**config.mk**
```make
export PLATFORM = sky130hd
export DESIGN_NAME = pipe_hazard_chain_flat
export DESIGN_NICKNAME = d
export VERILOG_FILES = /design/src/rtl/pipe_hazard_chain_pkg.sv /design/src/rtl/pipe_hazard_chain_if.sv /design/src/rtl/pipe_hazard_chain_fwd_sel.sv /design/src/rtl/pipe_hazard_chain.sv /design/src/flat_wrapper.sv
export SDC_FILE = /design/constraint.sdc
export NUM_CORES = 1
export LEC_CHECK = 0
export ABC_CLOCK_PERIOD_IN_PS = 2550
export BUFFER_PORTS_ARGS = -buffer_cell sky130_fd_sc_hd__buf_2
export CORE_MARGIN = 1
export CORE_UTILIZATION = 49
export CTS_BUF_LIST = sky130_fd_sc_hd__clkbuf_16
export DETAILED_ROUTE_END_ITERATION = 6
export HOLD_SLACK_MARGIN = 0.02
export PLACE_DENSITY = 0.81
export RECOVER_POWER = 25
export SYNTH_ARGS = -nofsm -noshare
export SYNTH_HDL_FRONTEND = slang
export SYNTH_HIERARCHICAL = 1
export SYNTH_SLANG_ARGS = --single-unit
```
**constraint.sdc**
```tcl
create_clock -name clk -period 2.55 [get_ports clk]
set_input_delay 0.255 -clock clk [delete_from_list [all_inputs] [get_ports clk]]
set_output_delay 0.255 -clock clk [all_outputs]
set_load 0.02 [all_outputs]
```
**src/rtl/pipe_hazard_chain_pkg.sv**
```systemverilog
// Shared widths, register-zero constant and per-stage record for the hazard/forwarding chain.
package pipe_pkg;

  localparam int unsigned PIPE_DATA_W   = 32;
  localparam int unsigned PIPE_DEPTH    = 3;
  localparam int unsigned PIPE_RN_W     = 5;
  localparam int unsigned PIPE_LOAD_LAT = 1;

  localparam int unsigned RN_ZERO = 0;

  typedef struct packed {
    logic                   valid;
    logic                   wreg;
    logic                   load;
    logic [PIPE_RN_W-1:0]   rn;
    logic [PIPE_DATA_W-1:0] pay;
  } pipe_stage_t;

endpackage

```
**src/rtl/pipe_hazard_chain_if.sv**
```systemverilog
// Issue/forward/writeback bundle between the CPU datapath and the hazard chain.
interface pipe_hazard_chain_if
  import pipe_pkg::*;
#(
  parameter int unsigned DATA_W = PIPE_DATA_W,
  parameter int unsigned RN_W   = PIPE_RN_W,
  parameter int unsigned DEPTH  = PIPE_DEPTH
);
  logic                    in_valid;
  logic                    in_ready;
  logic                    in_wreg;
  logic                    in_load;
  logic [RN_W-1:0]         in_rn;
  logic [DATA_W-1:0]       in_data;
  logic [RN_W-1:0]         src_a;
  logic [RN_W-1:0]         src_b;
  logic                    use_a;
  logic                    use_b;
  logic [DEPTH-1:0]        upd_we;
  logic [DEPTH*DATA_W-1:0] upd_data;
  logic [DEPTH-1:0]        flush_mask;
  logic                    fwd_a_hit;
  logic                    fwd_b_hit;
  logic [DATA_W-1:0]       fwd_a_data;
  logic [DATA_W-1:0]       fwd_b_data;
  logic                    stall;
  logic                    wb_we;
  logic [RN_W-1:0]         wb_rn;
  logic [DATA_W-1:0]       wb_data;
  logic [DEPTH-1:0]        stage_valid;

  modport master (
    output in_valid, in_wreg, in_load, in_rn, in_data, src_a, src_b, use_a, use_b,
           upd_we, upd_data, flush_mask,
    input  in_ready, fwd_a_hit, fwd_b_hit, fwd_a_data, fwd_b_data, stall,
           wb_we, wb_rn, wb_data, stage_valid
  );

  modport slave (
    input  in_valid, in_wreg, in_load, in_rn, in_data, src_a, src_b, use_a, use_b,
           upd_we, upd_data, flush_mask,
    output in_ready, fwd_a_hit, fwd_b_hit, fwd_a_data, fwd_b_data, stall,
           wb_we, wb_rn, wb_data, stage_valid
  );
endinterface

```
**src/rtl/pipe_hazard_chain_fwd_sel.sv**
```systemverilog
// Priority match of one source register against all chain stages; youngest match wins.
module pipe_fwd_sel
  import pipe_pkg::*;
#(
  parameter int unsigned DATA_W   = PIPE_DATA_W,
  parameter int unsigned DEPTH    = PIPE_DEPTH,
  parameter int unsigned RN_W     = PIPE_RN_W,
  parameter int unsigned LOAD_LAT = PIPE_LOAD_LAT
) (
  input  logic [DEPTH-1:0]             i_valid,
  input  logic [DEPTH-1:0]             i_wreg,
  input  logic [DEPTH-1:0]             i_load,
  input  logic [DEPTH-1:0][RN_W-1:0]   i_rn,
  input  logic [DEPTH-1:0][DATA_W-1:0] i_eff,
  input  logic [RN_W-1:0]              i_src,
  input  logic                         i_use,
  output logic                         o_hit,
  output logic                         o_stall,
  output logic [DATA_W-1:0]            o_data
);

  always_comb begin
    o_hit   = 1'b0;
    o_stall = 1'b0;
    o_data  = '0;
    // Scan oldest to youngest so a younger match overrides an older one.
    for (int unsigned i = 0; i < DEPTH; i++) begin
      if (i_use && (i_src != RN_W'(RN_ZERO)) && i_valid[DEPTH-1-i] &&
          i_wreg[DEPTH-1-i] && (i_rn[DEPTH-1-i] == i_src)) begin
        if (i_load[DEPTH-1-i] && ((DEPTH-1-i) < LOAD_LAT)) begin
          o_hit   = 1'b0;
          o_stall = 1'b1;
          o_data  = '0;
        end else begin
          o_hit   = 1'b1;
          o_stall = 1'b0;
          o_data  = i_eff[DEPTH-1-i];
        end
      end
    end
  end

endmodule

```
**src/rtl/pipe_hazard_chain.sv**
```systemverilog
// DEPTH-stage hazard/forwarding chain with load-use stall, flush and writeback port.
// Optional event counters enabled by defining PIPE_HAZARD_PERF_EN.
module pipe_hazard_chain
  import pipe_pkg::*;
#(
  parameter int unsigned DATA_W   = PIPE_DATA_W,
  parameter int unsigned DEPTH    = PIPE_DEPTH,
  parameter int unsigned RN_W     = PIPE_RN_W,
  parameter int unsigned LOAD_LAT = PIPE_LOAD_LAT
) (
  input  logic              clk,
  input  logic              clrn,
  pipe_hazard_chain_if.slave bus
`ifdef PIPE_HAZARD_PERF_EN
  ,
  output logic [31:0]       perf_issued,
  output logic [31:0]       perf_stall,
  output logic [31:0]       perf_flush
`endif
);

  typedef struct packed {
    logic              valid;
    logic              wreg;
    logic              load;
    logic [RN_W-1:0]   rn;
    logic [DATA_W-1:0] pay;
  } stage_t;

  stage_t                      r_stage [DEPTH];
  logic [DEPTH-1:0]            w_valid;
  logic [DEPTH-1:0]            w_wreg;
  logic [DEPTH-1:0]            w_load;
  logic [DEPTH-1:0][RN_W-1:0]  w_rn;
  logic [DEPTH-1:0][DATA_W-1:0] w_eff;
  logic                        w_stall_a;
  logic                        w_stall_b;
  logic                        w_stall;
  logic                        w_issue;

  always_comb begin
    w_valid = '0;
    w_wreg  = '0;
    w_load  = '0;
    w_rn    = '0;
    w_eff   = '0;
    for (int unsigned k = 0; k < DEPTH; k++) begin
      w_valid[k] = r_stage[k].valid;
      w_wreg[k]  = r_stage[k].wreg;
      w_load[k]  = r_stage[k].load;
      w_rn[k]    = r_stage[k].rn;
      w_eff[k]   = bus.upd_we[k] ? bus.upd_data[k*DATA_W +: DATA_W] : r_stage[k].pay;
    end
  end

  pipe_fwd_sel #(.DATA_W(DATA_W), .DEPTH(DEPTH), .RN_W(RN_W), .LOAD_LAT(LOAD_LAT)) u_fwd_a (
    .i_valid(w_valid), .i_wreg(w_wreg), .i_load(w_load), .i_rn(w_rn), .i_eff(w_eff),
    .i_src(bus.src_a), .i_use(bus.use_a),
    .o_hit(bus.fwd_a_hit), .o_stall(w_stall_a), .o_data(bus.fwd_a_data)
  );

  pipe_fwd_sel #(.DATA_W(DATA_W), .DEPTH(DEPTH), .RN_W(RN_W), .LOAD_LAT(LOAD_LAT)) u_fwd_b (
    .i_valid(w_valid), .i_wreg(w_wreg), .i_load(w_load), .i_rn(w_rn), .i_eff(w_eff),
    .i_src(bus.src_b), .i_use(bus.use_b),
    .o_hit(bus.fwd_b_hit), .o_stall(w_stall_b), .o_data(bus.fwd_b_data)
  );

  assign w_stall         = bus.in_valid & (w_stall_a | w_stall_b);
  assign w_issue         = bus.in_valid & ~w_stall;
  assign bus.stall       = w_stall;
  assign bus.in_ready    = ~w_stall;
  assign bus.stage_valid = w_valid;
  assign bus.wb_we       = w_valid[DEPTH-1] & w_wreg[DEPTH-1] & (w_rn[DEPTH-1] != RN_W'(RN_ZERO));
  assign bus.wb_rn       = w_rn[DEPTH-1];
  assign bus.wb_data     = w_eff[DEPTH-1];

  // Flush masks the valid bit only; the other fields still shift so they stay deterministic.
  always_ff @(posedge clk or negedge clrn) begin
    if (!clrn) begin
      for (int unsigned k = 0; k < DEPTH; k++) r_stage[k] <= '0;
    end else begin
      r_stage[0] <= '{valid: w_issue & ~bus.flush_mask[0], wreg: bus.in_wreg,
                      load: bus.in_load, rn: bus.in_rn, pay: bus.in_data};
      for (int unsigned k = 1; k < DEPTH; k++) begin
        r_stage[k] <= '{valid: r_stage[k-1].valid & ~bus.flush_mask[k], wreg: r_stage[k-1].wreg,
                        load: r_stage[k-1].load, rn: r_stage[k-1].rn, pay: w_eff[k-1]};
      end
    end
  end

`ifdef PIPE_HAZARD_PERF_EN
  logic [DEPTH-1:0] w_enter;
  logic [31:0]      r_perf_issued;
  logic [31:0]      r_perf_stall;
  logic [31:0]      r_perf_flush;

  always_comb begin
    w_enter    = '0;
    w_enter[0] = w_issue;
    for (int unsigned k = 1; k < DEPTH; k++) w_enter[k] = r_stage[k-1].valid;
  end

  always_ff @(posedge clk or negedge clrn) begin
    if (!clrn) begin
      r_perf_issued <= '0;
      r_perf_stall  <= '0;
      r_perf_flush  <= '0;
    end else begin
      r_perf_issued <= r_perf_issued + 32'(w_issue);
      r_perf_stall  <= r_perf_stall + 32'(w_stall);
      r_perf_flush  <= r_perf_flush + 32'(|(w_enter & bus.flush_mask));
    end
  end

  assign perf_issued = r_perf_issued;
  assign perf_stall  = r_perf_stall;
  assign perf_flush  = r_perf_flush;
`endif

endmodule

```
**src/flat_wrapper.sv**
```systemverilog
// flat-port wrapper written by rule: the top's interface ports become plain ports
module pipe_hazard_chain_flat import pipe_pkg::*;
#(
  parameter int unsigned DATA_W   = PIPE_DATA_W,
  parameter int unsigned DEPTH    = PIPE_DEPTH,
  parameter int unsigned RN_W     = PIPE_RN_W,
  parameter int unsigned LOAD_LAT = PIPE_LOAD_LAT
)
  (clk, clrn, bus_in_valid, bus_in_wreg, bus_in_load, bus_in_rn, bus_in_data, bus_src_a, bus_src_b, bus_use_a, bus_use_b, bus_upd_we, bus_upd_data, bus_flush_mask, bus_in_ready, bus_fwd_a_hit, bus_fwd_b_hit, bus_fwd_a_data, bus_fwd_b_data, bus_stall, bus_wb_we, bus_wb_rn, bus_wb_data, bus_stage_valid);
  pipe_hazard_chain_if #(.DATA_W(DATA_W), .RN_W(RN_W), .DEPTH(DEPTH)) bus_i ();
  input  logic clk;
  input  logic clrn;
  input wire logic [$bits(bus_i.in_valid)-1:0] bus_in_valid;
  input wire logic [$bits(bus_i.in_wreg)-1:0] bus_in_wreg;
  input wire logic [$bits(bus_i.in_load)-1:0] bus_in_load;
  input wire logic [$bits(bus_i.in_rn)-1:0] bus_in_rn;
  input wire logic [$bits(bus_i.in_data)-1:0] bus_in_data;
  input wire logic [$bits(bus_i.src_a)-1:0] bus_src_a;
  input wire logic [$bits(bus_i.src_b)-1:0] bus_src_b;
  input wire logic [$bits(bus_i.use_a)-1:0] bus_use_a;
  input wire logic [$bits(bus_i.use_b)-1:0] bus_use_b;
  input wire logic [$bits(bus_i.upd_we)-1:0] bus_upd_we;
  input wire logic [$bits(bus_i.upd_data)-1:0] bus_upd_data;
  input wire logic [$bits(bus_i.flush_mask)-1:0] bus_flush_mask;
  output wire logic [$bits(bus_i.in_ready)-1:0] bus_in_ready;
  output wire logic [$bits(bus_i.fwd_a_hit)-1:0] bus_fwd_a_hit;
  output wire logic [$bits(bus_i.fwd_b_hit)-1:0] bus_fwd_b_hit;
  output wire logic [$bits(bus_i.fwd_a_data)-1:0] bus_fwd_a_data;
  output wire logic [$bits(bus_i.fwd_b_data)-1:0] bus_fwd_b_data;
  output wire logic [$bits(bus_i.stall)-1:0] bus_stall;
  output wire logic [$bits(bus_i.wb_we)-1:0] bus_wb_we;
  output wire logic [$bits(bus_i.wb_rn)-1:0] bus_wb_rn;
  output wire logic [$bits(bus_i.wb_data)-1:0] bus_wb_data;
  output wire logic [$bits(bus_i.stage_valid)-1:0] bus_stage_valid;
  assign bus_i.in_valid = bus_in_valid;
  assign bus_i.in_wreg = bus_in_wreg;
  assign bus_i.in_load = bus_in_load;
  assign bus_i.in_rn = bus_in_rn;
  assign bus_i.in_data = bus_in_data;
  assign bus_i.src_a = bus_src_a;
  assign bus_i.src_b = bus_src_b;
  assign bus_i.use_a = bus_use_a;
  assign bus_i.use_b = bus_use_b;
  assign bus_i.upd_we = bus_upd_we;
  assign bus_i.upd_data = bus_upd_data;
  assign bus_i.flush_mask = bus_flush_mask;
  assign bus_in_ready = bus_i.in_ready;
  assign bus_fwd_a_hit = bus_i.fwd_a_hit;
  assign bus_fwd_b_hit = bus_i.fwd_b_hit;
  assign bus_fwd_a_data = bus_i.fwd_a_data;
  assign bus_fwd_b_data = bus_i.fwd_b_data;
  assign bus_stall = bus_i.stall;
  assign bus_wb_we = bus_i.wb_we;
  assign bus_wb_rn = bus_i.wb_rn;
  assign bus_wb_data = bus_i.wb_data;
  assign bus_stage_valid = bus_i.stage_valid;
  pipe_hazard_chain #(.DATA_W(DATA_W), .DEPTH(DEPTH), .RN_W(RN_W), .LOAD_LAT(LOAD_LAT)) u_core (.clk(clk), .clrn(clrn), .bus(bus_i));
endmodule
```
==> metrics, run 1 <==
outcome finished, violations left; failing checks setup timing; I/O pin count 265; global-route wire length before repair 32,800 µm; Starting Density 50.7%; synthesized area per cell 12.6 µm²; vias after detailed routing 6,084; initial antenna violation count 1; Hold Startpoint bus_upd_data[15]; core area 12,700 µm²; reg2reg start u_core/r_stage[114]; dpl ws -0.410 ns; worst-path fanout max 8; Max Slew Vio Count 0; Port-buffer cells 264; CTS tree done; WHS Path Cells 2; first drt pass iteration count 7; WS Path Type flop to primary output; worst hold path type input pin to flop; post-route setup slack -0.323 ns; cell mode on critical path buf_4; grt ovf 0; Fin Clk Skew 0.00615 ns; Syn Nets 667; DP Area 7810 µm²; Cell Chain, Critical Path buf_4 -> xnor2_1 -> nand4_1 -> buf_4 -> buf_4 -> nor4_4 -> buf_6 -> buf_12 -> and2_1 -> a221o_1 -> buf_6; fmax 348 MHz; Worst EP required 2.30 ns; CTS Sinks 118; Worst Setup Start Kind flop; RR Endpoint u_core/bus.stage_valid[0]; Worst R2R Path Depth 8; FILL cells 793; arrival time worst endpoint 2.62 ns; most frequent cells in the layout buf_2, dfrtp_1, mux2_2; total CTS buffers 17; setup_tns -16.58 ns; layout cells sized above 1 61.8%; die height 117 µm; Final Core Density 77.2%; largest net degree at the start of global routing 54; Root Driver clkbuf_16; Cells after Synth 511; Netlist Area Pre-Place 6450 µm²; leak pwr 4.65 nW; CP top delay family buffers and inverters; buffers and inverters on the worst path 6; final hold vios 0; all-layer global routing usage 33.2%; Setup-failing EPs final 67; WL/cell 23.9 µm; Vias/cell 5.93; row count 41; WL final 24,500 µm; H-tree Lvls 4; Tmin final 2.87 ns; Post-Layout Inst Area 9820 µm²; # Max-Cap Violations 0; clk buf depth 2; most common cell after layout, fill and taps aside buf_2; Area Growth Syn to Fin 52.2%; slowest CP cell dfrtp_1; RSZ-0062 raised after global routing yes; Detail Placement HPWL 14,600 µm; crit end category primary output; later-pin clock latency in the skew report 0.42 ns; Pwr Density 514 nW/µm²; worst vdd ir 503 µV; Worst slew margin 51.1%; Reg clk slew, reported paths 0.06 ns; Final period util 113%; number of antenna-violating nets in the routed design 0; Worst Tran Pin Value 0.733 ns; vias in the first global route 6,196; Die ar. 13,600 µm²; # DRC 0; Hold EP u_core/r_stage[55]; routability cong. 0.891; die width 117 µm; Yosys warnings 6; hold slack final 0.0791 ns; DRT iter0 DRCs 487; r2r setup slk 0.73 ns; Nets 996; Max stage delay on crit path 0.39 ns
state kept, by name, summed over array words and instances (netlist names):
| register | cells |
|---|---|
| u_core/r_stage | 110 |
| u_core/bus.wb_rn | 5 |
| u_core/bus.stage_valid | 3 |
per-stage QoR:
step	power, mW	std cells
after floorplan	2.53	511
after global placement	2.77	913
after detailed placement	2.79	913
after CTS	4.99	1009
after global routing	5.21	1026
final	5.05	1026
worst max-delay path by stage:
stage                     cells after the start            endpoint  slack [ns]                 from
after floorplan                               6           bus_stall        0.19         bus_src_b[0]
final                                        11   bus_fwd_b_data[1]       -0.32  u_core/r_stage[115]
after detailed placement                      7  bus_fwd_a_data[16]       -0.41         bus_src_a[0]
after global placement                        7  bus_fwd_a_data[31]       -0.31         bus_src_a[0]
after CTS                                     8  bus_fwd_a_data[17]       -0.32  u_core/r_stage[113]
after global routing                         11   bus_fwd_b_data[1]       -0.38  u_core/r_stage[114]
cell type report:
class	count	area [µm²]	area share, %
antenna	1	2.50	0.0255
clock buffer	17	425	4.33
clock inverter	15	98.8	1.01
inverter	9	33.8	0.344
multi-input combinational	311	3180	32.3
sequential	118	2950	30.1
tap	172	215	2.19
timing repair buffer	383	2920	29.7
worst reg2reg max path, cell delays in order (launching register included):
cell,delay [ns]
dfrtp_1,0.40
buf_4,0.16
xnor2_2,0.12
nand4_1,0.20
buf_4,0.17
nor3_4,0.05
buf_4,0.15
and2_4,0.16
nor4b_1,0.30
where the power goes:
part | total, mW | internal (mW) | switching (mW)
Clock | 2.15 | 1.30 | 0.848
Sequential | 2.06 | 2.00 | 0.0547
Combinational | 0.845 | 0.392 | 0.453
metal layers:
| layer | vias up | GRT usage (%) | wire length [µm] |
|---|---|---|---|
| met1 | 2991 | 37.8 | 8800 |
| met4 | 0 | 17.5 | 1190 |
| met5 | - | 0 | 0 |
| met2 | 432 | 56.4 | 12400 |
| li1 | 2551 | - | - |
| met3 | 110 | 9.86 | 2130 |
timing repair:
action | in CTS | in global routing
cloned | 2 | 4
pin swaps | 25 | 21
gates resized for setup | 88 | 94
setup endpoints to repair | 67 | 68
hold endpoints to repair | 93 | 0
buffers inserted | 19 | 12
hold buffers | 43 | 0
Note: power is estimated with default switching activity, not from simulation.
==> inputs of run 2 (changes only) <==
--- a/config.mk
+++ b/config.mk
@@ -5,14 +5,15 @@
 export SDC_FILE = /design/constraint.sdc
 export NUM_CORES = 1
 export LEC_CHECK = 0
-export ABC_CLOCK_PERIOD_IN_PS = 2550
+export ABC_AREA = 1
+export ABC_CLOCK_PERIOD_IN_PS = 3500
 export BUFFER_PORTS_ARGS = -buffer_cell sky130_fd_sc_hd__buf_2
 export CORE_MARGIN = 1
-export CORE_UTILIZATION = 49
+export CORE_UTILIZATION = 50
 export CTS_BUF_LIST = sky130_fd_sc_hd__clkbuf_16
 export DETAILED_ROUTE_END_ITERATION = 6
 export HOLD_SLACK_MARGIN = 0.02
-export PLACE_DENSITY = 0.81
+export PLACE_DENSITY = 0.78
 export RECOVER_POWER = 25
 export SYNTH_ARGS = -nofsm -noshare
 export SYNTH_HDL_FRONTEND = slang
==> constraint.sdc (replaced) <==
create_clock -name clk -period 3.5 [get_ports clk]
set_input_delay 0.35 -clock clk [delete_from_list [all_inputs] [get_ports clk]]
set_output_delay 0.35 -clock clk [all_outputs]
set_load 0.02 [all_outputs]
==> run 2 against run 1 <==
Effect of this change: the flow now finishes without violations; total power decreased by 26%; combinational power decreased by 21%; utilization decreased by 18 points; register-to-register slack improved by 1.1 ns; critical path depth decreased by 1; wire length increased by 7.0%; die area increased by 27%; sequential power decreased by 28%; sequential share of layout area increased by 0.12 points; area after synthesis increased by 31%; worst setup slack improved by 0.74 ns.
==> metrics, run 2 <==
core area 16,500 µm² (+30%); Die ar. 17,400 µm² (+27%); setup bufs post-CTS 0 (-19); WS Path Type flop to primary output; Worst EP required 3.15 ns (+0.85 ns); vias in the first global route 8,145 (+31%); crit end category primary output; leak pwr 5.53 nW (+19%); internal cell power 2.62 mW (-29%); Yosys warnings 6 (unchanged); Setup-failing EPs final 0 (-100%); total CTS buffers 17 (unchanged); largest net degree at the start of global routing 67 (+24%); CTS tree done; Netlist Area Pre-Place 8430 µm² (+31%); ant diodes 0 (-1); Worst Setup Start Kind flop; die height 132 µm (+13%); # Max-Cap Violations 0 (unchanged); first drt pass iteration count 6 (-1); DRT iter0 DRCs 1,095 (+120%); Tmin final 3.08 ns; Largest register FFs 110 (unchanged); later-pin clock latency in the skew report 0.42 ns (about the same); Root Driver clkbuf_16; die width 132 µm (+13%); worst-path fanout max 33 (+25); Reg clk slew, reported paths 0.06 ns (about the same); NetSw 1.12 mW (-17%); vias after detailed routing 8,607 (+41%); setup_tns 0 ns (+16.58 ns); Area Growth Syn to Fin 16.2%; H-tree Lvls 4 (unchanged); synthesized area per cell 7.69 µm² (-39%); number of antenna-violating nets in the routed design 0 (unchanged); Syn Nets 1,252 (+88%); clk buf depth 2 (unchanged); WL/cell 17.4 µm (-27%); Biggest register u_core/r_stage; worst vdd ir 299 µV (-41%); routability cong. 0.869 (-2.5%); RSZ-0062 raised after global routing no; grt ovf 0 (unchanged); Reg power frac 39.9% (-0.8 points); Max Slew Vio Count 0 (unchanged); initial antenna violation count 0 (-1); Pwr Density 382 nW/µm² (-26%); I/O pin count 265 (unchanged); Worst Tran Pin Value 1.42 ns (+0.684 ns); Worst slew margin 5.54% (-46 points); Vias/cell 5.69 (-4.0%); layout cells sized above 1 30.8% (-31 points); outcome completed; Starting Density 51.0% (+0.26 points); row count 47 (+15%); final hold vios 0 (unchanged); Port-buffer cells 264 (unchanged); arrival time worst endpoint 2.73 ns (+0.11 ns); most frequent cells in the layout nand2_1, buf_2, inv_1; Final Total Pwr 3.74 mW (-26%); most common cell after layout, fill and taps aside nand2_1; Detail Placement HPWL 17,500 µm (+20%); Fin Clk Skew 0.00741 ns (+0.00126 ns); Final period util 88.0%; power share of the clock group 42.1% (-0.5 points); fmax 325 MHz; worst hold path type input pin to flop; Combinational Power Share 17.9% (+1.2 points); global-route wire length before repair 41,300 µm (+26%); Nets 1,435 (+44%); WL final 26,300 µm (+7.0%); Cells after Synth 1,096 (+110%); PostCTS Resize Cnt 0 (-100%); Sw Share 29.9% (+3.1 points); CTS Sinks 118 (unchanged); # DRC 0 (unchanged); all-layer global routing usage 30.4% (-2.8 points)
run 2: what timing repair did:
item / 4_1_cts / 5_1_grt
hold buffers: 10 / 0
endpoints found under the hold margin: 61 / 0
endpoints found under the setup margin: 0 / 0
run 2: final timing paths:
path / startpoint / slack [ns] / cells after the start / end
worst max-delay path: u_core/r_stage[73] / 0.42 / 10 / bus_fwd_b_hit
worst min-delay path: bus_in_data[2] / 0.04 / 1 / u_core/r_stage[82]
worst max register to register: u_core/r_stage[112] / 1.83 / 8 / u_core/bus.stage_valid[0]
worst min register to register: u_core/r_stage[72] / 0.40 / 0 / u_core/bus.wb_rn[0]
max in group asynchronous: clrn / 2.20 / 3 / u_core/r_stage[53]
min in group asynchronous: clrn / 0.51 / 2 / u_core/bus.wb_rn[3]
run 2: worst max-delay path: stages, from the launching register on:
cell and delay, ns:
dfrtp_1 0.44, inv_1 0.06, nand2_1 0.05, nand2_1 0.05, nor2_1 0.13, nand2_2 0.11
nor2_8 0.46, nand2_4 0.39, and2_1 0.28, a21oi_2 0.13, buf_2 0.20
run 2: metal layers:
layer / wire [µm] / track usage, %
met1: 10200 / 38.1
met2: 12700 / 50.1
met3: 2530 / 5.69
met4: 848 / 15.6
met5: 0 / 0
run 2: area by class of cell:
type                    instances  area [µm²]
clock inverters                15         100
flip-flops and latches        118        2950
well taps                     220         275
repair buffers                285        1530
fillers                      1529        6740
clock buffers                  17         425
multi-input cells             719        3980
inverters                     138         518
run 2: through the flow:
stage | std cells | hold WS (ns) | util, % | instance area [µm²] | setup slack, ns
6_report | 1512 | 0.0355 | 59.2 | 9790 | 0.420
5_1_grt | 1512 | 0.0206 | 59.2 | 9790 | 0.292
4_1_cts | 1512 | 0.0200 | 59.7 | 9870 | 0.467
3_5_place_dp | 1470 | 0.385 | 55.9 | 9240 | 0.869
3_3_place_gp | 1470 | 0.383 | 55.9 | 9240 | 0.866
2_1_floorplan | 1096 | 0.0544 | - | 8430 | 1.57
run 2: power groups by stage:
stage	Combinational, mW	Clock [mW]	Sequential (mW)
after global routing	0.726	1.64	1.50
after global placement	0.657	0	1.51
after CTS	0.679	1.60	1.49
after detailed placement	0.666	0	1.52
final	0.671	1.58	1.49
after floorplan	0.488	0	1.50
==> inputs of run 3 (changes only) <==
--- a/config.mk
+++ b/config.mk
@@ -7,11 +7,12 @@
 export LEC_CHECK = 0
 export ABC_AREA = 1
 export ABC_CLOCK_PERIOD_IN_PS = 3500
-export BUFFER_PORTS_ARGS = -buffer_cell sky130_fd_sc_hd__buf_2
+export BUFFER_PORTS_ARGS = -buffer_cell sky130_fd_sc_hd__buf_4
 export CORE_MARGIN = 1
 export CORE_UTILIZATION = 50
 export CTS_BUF_LIST = sky130_fd_sc_hd__clkbuf_16
 export DETAILED_ROUTE_END_ITERATION = 6
+export GPL_TIMING_DRIVEN = 0
 export HOLD_SLACK_MARGIN = 0.02
 export PLACE_DENSITY = 0.78
 export RECOVER_POWER = 25
==> run 3 against run 2 <==
Effect of this change: wire length grew 12%; combinational power is 24% higher; worst setup slack better by 0.30 ns; cell area up 14%; count of clock-buffer cells in the layout unchanged.
==> metrics, run 3 (synthesis gave the netlist of run 2 again) <==
die height 132 µm (unchanged); global-route wire length before repair 45,500 µm (+10%); power share of the clock group 41.8% (-0.3 points); PostCTS Resize Cnt 0 (unchanged); most common cell after layout, fill and taps aside nand2_1; Port-buffer cells 261 (-1.1%); Hold Startpoint bus_in_data[1]; Reg clk slew, reported paths 0.06 ns (about the same); WL/cell 18.2 µm (+4.9%); ant diodes 0 (unchanged); Worst Setup Start Kind flop; worst hold path type input pin to flop; Worst EP required 3.15 ns (about the same); CTS tree done; internal cell power 2.83 mW (+7.9%); CTS Sinks 118 (unchanged); DP Cell Count 1,578 (+7.3%); hold buffer count at CTS 4 (-6); Nets 1,537 (+7.1%); die width 132 µm (unchanged); buffers and inverters on the worst path 2 (unchanged); r2r setup slk 1.82 ns (about the same); crit end category primary output; Hold EP u_core/r_stage[81]; DRT iter0 DRCs 975 (-11%); Vias/cell 5.55 (-2.5%); initial antenna violation count 0 (unchanged); clk buf depth 2 (unchanged); Reg power frac 37.4% (-2.5 points); Final Core Density 67.4% (+8.2 points); CP top delay family simple AND/OR/NAND/NOR gates; Area Growth Syn to Fin 32.1%; outcome completed; RR Endpoint u_core/bus.stage_valid[0]; vias after detailed routing 8,951 (+4.0%); Fin Clk Skew 0.0130 ns (+0.00555 ns); H-tree Lvls 4 (unchanged); slowest CP cell nor2_1; Setup-failing EPs final 0 (unchanged); total CTS buffers 17 (unchanged); later-pin clock latency in the skew report 0.43 ns (about the same); Largest register FFs 110 (unchanged); reg2reg start u_core/r_stage[112]; worst vdd ir 318 µV (+6.2%); row count 47 (unchanged); Worst R2R Path Depth 8 (unchanged); Pwr Density 358 nW/µm² (-6.3%); layout cells sized above 1 34.5% (+3.7 points); setup bufs post-CTS 0 (unchanged); # Max-Cap Violations 0 (unchanged); Die ar. 17,400 µm² (unchanged); fmax 360 MHz (+11%); Starting Density 51.0% (unchanged); cell mode on critical path nand2_1; WL final 29,400 µm (+12%); Sw Share 29.1% (-0.84 points); DP Area 10,700 µm² (+16%); RSZ-0062 raised after global routing no; # DRC 0 (unchanged); all-layer global routing usage 33.9% (+3.6 points); number of antenna-violating nets in the routed design 0 (unchanged); first drt pass iteration count 6 (unchanged); arrival time worst endpoint 2.43 ns (-0.30 ns); largest net degree at the start of global routing 63 (-6.0%); Worst Tran Pin Value 0.659 ns (-0.758 ns); Detail Placement HPWL 20,900 µm (+19%); grt ovf 0 (unchanged); setup_tns 0 ns (unchanged); Max stage delay on crit path 0.50 ns (+0.04 ns); Tmin final 2.78 ns (-0.302 ns); count of non-filler cells in the finished layout 1,613 (+6.7%); leak pwr 6.17 nW (+11%); Root Driver clkbuf_16; final hold vios 0 (unchanged); vias in the first global route 8,755 (+7.5%); core area 16,500 µm² (unchanged); NetSw 1.16 mW (+3.6%); most frequent cells in the layout nand2_1, buf_4, inv_1, nand4_1, dfrtp_1; Post-Layout Inst Area 11,100 µm² (+14%); Cell Chain, Critical Path xor2_1 -> nor2_1 -> buf_2 -> nand4_1 -> nand2_1 -> nand3_1 -> nand2_1 -> buf_4; Combinational Power Share 20.8% (+2.9 points); I/O pin count 265 (unchanged); Final period util 79.4% (-8.6 points); Worst slew margin 56.1% (+51 points); WHS Path Cells 1 (unchanged); Max Slew Vio Count 0 (unchanged); WS Path Type flop to primary output; worst-path fanout max 10 (-70%); routability cong. 0.925 (+6.4%); Biggest register u_core/r_stage
==> run 3: cell types whose count changed in the layout (fill, tap and decap cells not counted), moves of 12 or more <==
cell	change
o21ai_0	+12
buf_6	+31
o21ai_2	-17
buf_2	-222
clkbuf_4	+36
buf_4	+257
==> run 3: per-layer routing <==
layer  vias up  global-route usage [%]  share of wire, %  wire [µm]
li1       4162                       -                 -          -
met1      4144                    42.6                39      11600
met2       566                    57.1                48      14100
met3        79                    6.96               9.5       2790
met4         0                    13.8               3.1        923
met5         -                       0                 0          0
==> run 3: worst max path at each step <==
stage | start | to | slack (ns) | cells past startpoint
6_report | u_core/bus.wb_rn[4] | bus_fwd_a_data[3] | 0.72 | 8
3_5_place_dp | bus_src_a[4] | bus_fwd_a_data[3] | 1.16 | 9
4_1_cts | u_core/bus.wb_rn[2] | bus_fwd_a_data[3] | 0.76 | 8
3_3_place_gp | bus_src_a[4] | bus_fwd_a_data[3] | 1.19 | 9
5_1_grt | u_core/bus.wb_rn[2] | bus_fwd_a_data[3] | 0.62 | 8
2_1_floorplan | u_core/r_stage[114] | bus_stall | 1.57 | 5
==> run 3: layout make-up <==
type / count / area, µm²
Inverter: 138 / 518
Clock buffer: 17 / 425
Buffer: 121 / 931
Sequential cell: 118 / 2950
Timing Repair Buffer: 266 / 2030
Tap cell: 220 / 275
Fill cell: 1457 / 5390
Multi-Input combinational cell: 719 / 3880
Clock inverter: 14 / 120
==> run 3: per-stage QoR <==
stage               setup WS [ns]  hold slack (ns)  power [mW]
floorplan                    1.57           0.0544        1.99
global placement             1.19            0.377        2.34
detailed placement           1.16            0.355        2.36
CTS                         0.761           0.0214        4.02
global route                0.620           0.0437        4.13
finish                      0.721           0.0506        3.99
==> run 3: worst register-to-register path, delay by kind of cell, from the launching register on <==
kind | cells | cell delay [ns]
DFF | 1 | 0.44
and+or+nand+nor | 8 | 1.13
==> run 3: power groups by stage <==
| stage | Combinational, mW | Clock [mW] | Sequential (mW) |
|---|---|---|---|
| after floorplan | 0.488 | 0 | 1.50 |
| after global placement | 0.825 | 0 | 1.51 |
| after detailed placement | 0.842 | 0 | 1.51 |
| after CTS | 0.851 | 1.68 | 1.49 |
| after global routing | 0.893 | 1.73 | 1.50 |
| final | 0.829 | 1.67 | 1.49 |
